[src/rtl/run_monitor_pkg.sv]
// Shared types and constants for the run-control / performance monitor.
package run_monitor_pkg;

  typedef enum logic [1:0] {
    ST_RUN   = 2'd0,
    ST_DRAIN = 2'd1,
    ST_DONE  = 2'd2
  } state_e;

  localparam logic [1:0] CAUSE_NONE  = 2'b00;
  localparam logic [1:0] CAUSE_HALT  = 2'b01;
  localparam logic [1:0] CAUSE_LIMIT = 2'b10;

  // Width of a down-counter that must hold the value n (at least one bit).
  function automatic int drainWidth(input int unsigned n);
    return (n < 2) ? 1 : $clog2(n + 1);
  endfunction

endpackage

[src/rtl/run_monitor_sat_counter.sv]
// Saturating up-counter: sticks at all-ones instead of wrapping.
module sat_counter
  import run_monitor_pkg::*;
#(
  parameter int unsigned W = 16
) (
  input  logic         clk,
  input  logic         reset,
  input  logic         clr,
  input  logic         inc,
  output logic [W-1:0] q
);

  localparam logic [W-1:0] SAT_MAX = '1;

  logic [W-1:0] count_q;
  logic [W-1:0] count_d;

  always_comb begin
    count_d = count_q;
    if (clr) begin
      count_d = '0;
    end else if (inc && (count_q != SAT_MAX)) begin
      count_d = count_q + W'(1);
    end
  end

  always_ff @(posedge clk) begin
    if (reset) begin
      count_q <= '0;
    end else begin
      count_q <= count_d;
    end
  end

  assign q = count_q;

endmodule

[src/rtl/run_monitor.sv]
// Run-control block: counts cycles/retires/stalls, stops the pipeline on HALT
// (after a drain window) or on cycle-budget overrun, and reports why.
module run_monitor
  import run_monitor_pkg::*;
#(
  parameter int unsigned          CNT_W        = 16,
  parameter int unsigned          OPC_W        = 7,
  parameter logic [OPC_W-1:0]     HALT_OPCODE  = 7'h7F,
  parameter int unsigned          MAX_CYCLES   = 60,
  parameter int unsigned          DRAIN_CYCLES = 4
) (
  input  logic             clk,
  input  logic             reset,
  input  logic             retire_valid,
  input  logic [OPC_W-1:0] retire_opcode,
  input  logic             stall,
  output logic [CNT_W-1:0] cycle_count,
  output logic [CNT_W-1:0] instr_count,
  output logic [CNT_W-1:0] stall_count,
  output logic             halt_req,
  output logic             done,
  output logic [1:0]       done_cause
);

  localparam int             DRAIN_W = drainWidth(DRAIN_CYCLES);
  localparam logic [CNT_W-1:0] CNT_MAX = '1;

  state_e             state_q, state_d;
  logic [DRAIN_W-1:0] drain_q, drain_d;
  logic [1:0]         cause_q, cause_d;

  logic             cycInc;
  logic             instrInc;
  logic             stallInc;
  logic [CNT_W-1:0] cycNext;
  logic             limitHit;
  logic             haltRetire;

  // Retires and stalls seen during DRAIN are wrong-path and not counted.
  assign cycInc   = (state_q != ST_DONE);
  assign instrInc = (state_q == ST_RUN) && retire_valid;
  assign stallInc = (state_q == ST_RUN) && stall;

  // The budget is compared against the value cycle_count is about to take.
  assign cycNext    = (cycle_count == CNT_MAX) ? cycle_count : cycle_count + CNT_W'(1);
  assign limitHit   = (MAX_CYCLES != 0) && (32'(cycNext) == MAX_CYCLES);
  assign haltRetire = retire_valid && (retire_opcode == HALT_OPCODE);

  sat_counter #(.W(CNT_W)) u_cycleCnt (
    .clk   (clk),
    .reset (reset),
    .clr   (1'b0),
    .inc   (cycInc),
    .q     (cycle_count)
  );

  sat_counter #(.W(CNT_W)) u_instrCnt (
    .clk   (clk),
    .reset (reset),
    .clr   (1'b0),
    .inc   (instrInc),
    .q     (instr_count)
  );

  sat_counter #(.W(CNT_W)) u_stallCnt (
    .clk   (clk),
    .reset (reset),
    .clr   (1'b0),
    .inc   (stallInc),
    .q     (stall_count)
  );

  // Limit check outranks HALT in both active states.
  always_comb begin
    state_d = state_q;
    drain_d = drain_q;
    cause_d = cause_q;
    unique case (state_q)
      ST_RUN: begin
        if (limitHit) begin
          state_d = ST_DONE;
          cause_d = CAUSE_LIMIT;
        end else if (haltRetire) begin
          if (DRAIN_CYCLES == 0) begin
            state_d = ST_DONE;
            cause_d = CAUSE_HALT;
          end else begin
            state_d = ST_DRAIN;
            drain_d = DRAIN_W'(DRAIN_CYCLES);
          end
        end
      end
      ST_DRAIN: begin
        if (limitHit) begin
          state_d = ST_DONE;
          cause_d = CAUSE_LIMIT;
        end else if (drain_q == DRAIN_W'(1)) begin
          state_d = ST_DONE;
          cause_d = CAUSE_HALT;
        end else begin
          drain_d = drain_q - DRAIN_W'(1);
        end
      end
      ST_DONE: begin
      end
      default: begin
        state_d = ST_RUN;
      end
    endcase
  end

  always_ff @(posedge clk) begin
    if (reset) begin
      state_q <= ST_RUN;
      drain_q <= '0;
      cause_q <= CAUSE_NONE;
    end else begin
      state_q <= state_d;
      drain_q <= drain_d;
      cause_q <= cause_d;
    end
  end

  assign halt_req   = (state_q != ST_RUN);
  assign done       = (state_q == ST_DONE);
  assign done_cause = cause_q;

endmodule
[config.mk]
export PLATFORM = sky130hd
export DESIGN_NAME = run_monitor
export DESIGN_NICKNAME = d
export VERILOG_FILES = /design/src/rtl/run_monitor_pkg.sv /design/src/rtl/run_monitor_sat_counter.sv /design/src/rtl/run_monitor.sv
export SDC_FILE = /design/constraint.sdc
export NUM_CORES = 1
export LEC_CHECK = 0
export ABC_AREA = 1
export CAP_MARGIN = 5
export CORE_ASPECT_RATIO = 1.25
export CORE_MARGIN = 1.5
export CORE_UTILIZATION = 28
export DETAILED_ROUTE_END_ITERATION = 8
export GPL_TIMING_DRIVEN = 1
export PLACE_DENSITY = 0.48
export SYNTH_ARGS = -nofsm -noshare
export SYNTH_HDL_FRONTEND = slang
export SYNTH_HIERARCHICAL = 1
export SYNTH_SLANG_ARGS = --single-unit
export TNS_END_PERCENT = 10
[constraint.sdc]
create_clock -name clk -period 1.9 [get_ports clk]
set_input_delay 0.38 -clock clk [delete_from_list [all_inputs] [get_ports clk]]
set_output_delay 0.38 -clock clk [all_outputs]
set_load 0.02 [all_outputs]
==> metrics.cfg <==
[placement]
placed_area_sq_um = 5104
dp_hpwl_microns = 8611
port-buffer-count = 62
gp_congestion = 0.8041

[pwr]
irDropWorstVdd_v = 0.0003112
power.density_nw_per_um2 = 443.0
pwr-share-comb_pct = 6.5
power_frac_seq_pct = 48.7
pwr-share-clk_pct = 44.8
p_int_mw = 1.846
cellLeakagePower_nw = 2.331
swShare_pct = 22.85
p_switching_uw = 546.7

[final_layout]
drive_gt1_share_pct = 20.32
synthToLayoutAreaGrowth_pct = 34.40
antenna_cells = 0
final_util_pct = 38.77
finish.instance_area_sq_um = 5401
final_nets = 770

[logic_synthesis]
yosys_warnings = 6
synthFlopType = dfxtp_1
synthCells = 644
synth_top_area_share_pct = 27.40
synth_cell_type_count = 30
async_flop_share_pct = 0
yosysSeqAreaShare_pct = 27.40
synth_edf_count = 0
ys_ff_latch = 55
syn-mean-instance-area_sq_um = 6.240
ys_top_cells_by_count = nand2_1 (174), nor2_1 (142), inv_1 (71)
synth_most_common_cell = nand2_1
netlist_area_sq_um = 4019
yosysTopAreaCell = dfxtp_1
ys_top_cells_by_area = dfxtp_1 (27%), nand2_1 (16%), nor2_1 (13%)

[routing]
wl_per_cell_microns = 11.94
detailroute.via_count = 4236
drt_iter0_drc = 147
drcViolationCount = 0
via_per_inst = 4.565
dr.pass1.iters = 4
routed_wl_microns = 11080
antenna_left = 0

[clock_network]
cts_root_buf = clkbuf_16
cts_num_sinks = 55
cts_tree = done
insertion_delay_ns = 0.31
path_clk_slew_ns = 0.08
clk_path_buf_depth = 2
holdBufCountCts = 0
cts_buffers = 5
cts_max_level = 2

[global_route]
grt_pass1_vias = 3846
grt_max_degree = 17
grt_antenna_before_repair = 0
grt_overflow = 0
track_usage_pct = 15.36
grt_pass1_wl_microns = 18250

[die]
core_area_sq_um = 13930
fp.dieW_microns = 110.2
ioPinCount = 63
fp.dieH_microns = 136.9
die_area_sq_um = 15090
start_util_pct = 28.84
num_rows = 48

[critical_path]
startpoint_type = register
cp.arrival_ns = 2.14
worst_setup_path_end_kind = register
crit_path_top_delay_cell = dfxtp_4
crit_chain = ha_4 -> nand2_4 -> nor2_4 -> nand2_4 -> nor2_8 -> inv_2 -> nand2_2 -> nand4_1 -> nor2_2 -> nand4_4 -> buf_6 -> nand3_1 -> nand2_1 -> nor2_1
path_depth = 14
required_ns = 2.15
path_common_cell = nand2_4
critical_path.max_stage_delay_ns = 0.37
path_buf_inv = 2
path_class = reg2reg
cp_max_fo = 6
crit_family = simple AND/OR/NAND/NOR gates
reg2reg_depth = 14

[outcome]
status = finished, final reports clean

[hold_path]
hold_depth = 2
min_path_type = reg2reg

[sta]
drv_slew = 0
hold_viol = 0
hold-worst-slack_ns = 0.4788
maxClockFrequency_ghz = 0.5308
finalCritPeriodShare_pct = 99.16
rsz0062_at_grt = true
setup_violations = 0
finalCriticalPeriod_ns = 1.884
fin_skew_ns = 0.009640

[run]
cap_viol_max_count = 0

-- kinds of logic (layout without fill, tap and decap cells) --
| group | count (synthesis) | after routing | synth area share [%] |
|---|---|---|---|
| adder cells (fa/ha/maj) | 6 | 6 | 1.868 |
| XOR/XNOR | 3 | 3 | 0.6539 |
| flip-flops | 55 | 55 | 27.40 |
| other | 1 | 3 | 0.09331 |
| AND/OR/NAND/NOR | 460 | 460 | 56.29 |
| buffers and inverters | 82 | 189 | 8.780 |
| AO/OA/AOI/OAI | 37 | 37 | 4.919 |
-- routing by layer --
| metal | up-vias | share of wire (%) | global-route usage [%] |
|---|---|---|---|
| li1 | 2233 | - | - |
| met1 | 1911 | 46 | 18.90 |
| met2 | 81 | 49 | 26.64 |
| met3 | 11 | 3.9 | 2.762 |
| met4 | 0 | 1.5 | 5.271 |
| met5 | - | 0 | 0 |
-- flip-flops by register name (all words and copies together), names as in the netlist --
register,count
state_q,2
u_stallCnt/q,16
drain_q,3
u_instrCnt/q,16
done_cause,2
u_cycleCnt/q,16
-- power groups by stage --
stage	registers [mW]	clock network (mW)	logic, mW
after CTS	1.16	1.13	0.155
after global placement	1.19	0	0.153
after global routing	1.17	1.16	0.176
after detailed placement	1.19	0	0.155
final	1.17	1.07	0.156
after floorplan	1.20	0	0.0749
-- worst paths after layout --
check                                startpoint    endpoint  slack [ns]
worst min register to register       drain_q[2]  drain_q[2]        0.48
worst max-delay path            u_cycleCnt/q[1]  drain_q[0]        0.02
worst max register to register  u_cycleCnt/q[1]  drain_q[0]        0.02
worst min-delay path                 drain_q[2]  drain_q[2]        0.48
-- through the flow --
step	setup WS (ns)	setup TNS (ns)	power [mW]	cells
global route	-0.1308	-0.6044	2.504	928
global placement	-0.1287	-0.4341	1.344	916
detailed placement	-0.1448	-0.5858	1.346	916
finish	0.01595	0	2.393	928
floorplan	0.003560	0	1.276	646
CTS	0.0009401	0	2.446	923
-- cells in the final DEF (no fill, tap or decap), drive strengths merged, types with 9 or more instances in the layout --
master           n
nand2          190
o21ai            9
a21oi           25
nand4           18
dfxtp           55
clkdlybuf4s50   53
nand3           56
inv             77
buf             44
nor2           183
-- cell type report --
type                       instances  area (sq um)
multi-input combinational        509          2650
sequential                        55          1120
tap                              175         219.0
timing repair buffer             106         965.9
clock inverter                     2         36.28
clock buffer                       5         125.1
inverter                          76         285.3
fill                            1573          8532
-- repair_timing --
item,CTS,global route
cloned,0,0
buffers inserted,0,5
hold endpoints to repair,0,0
pin swaps,0,18
endpoints found under the setup margin,8,16
gates resized for setup,6,34
-- worst reg2reg max path, delay by kind of cell (launching register included) --
family / cells / cell delay (ns)
adder cells (fa/ha/maj): 1 / 0.15
flip-flops: 1 / 0.37
AND/OR/NAND/NOR: 11 / 1.11
buffers and inverters: 2 / 0.21
Note: power is estimated with default switching activity, not from simulation.
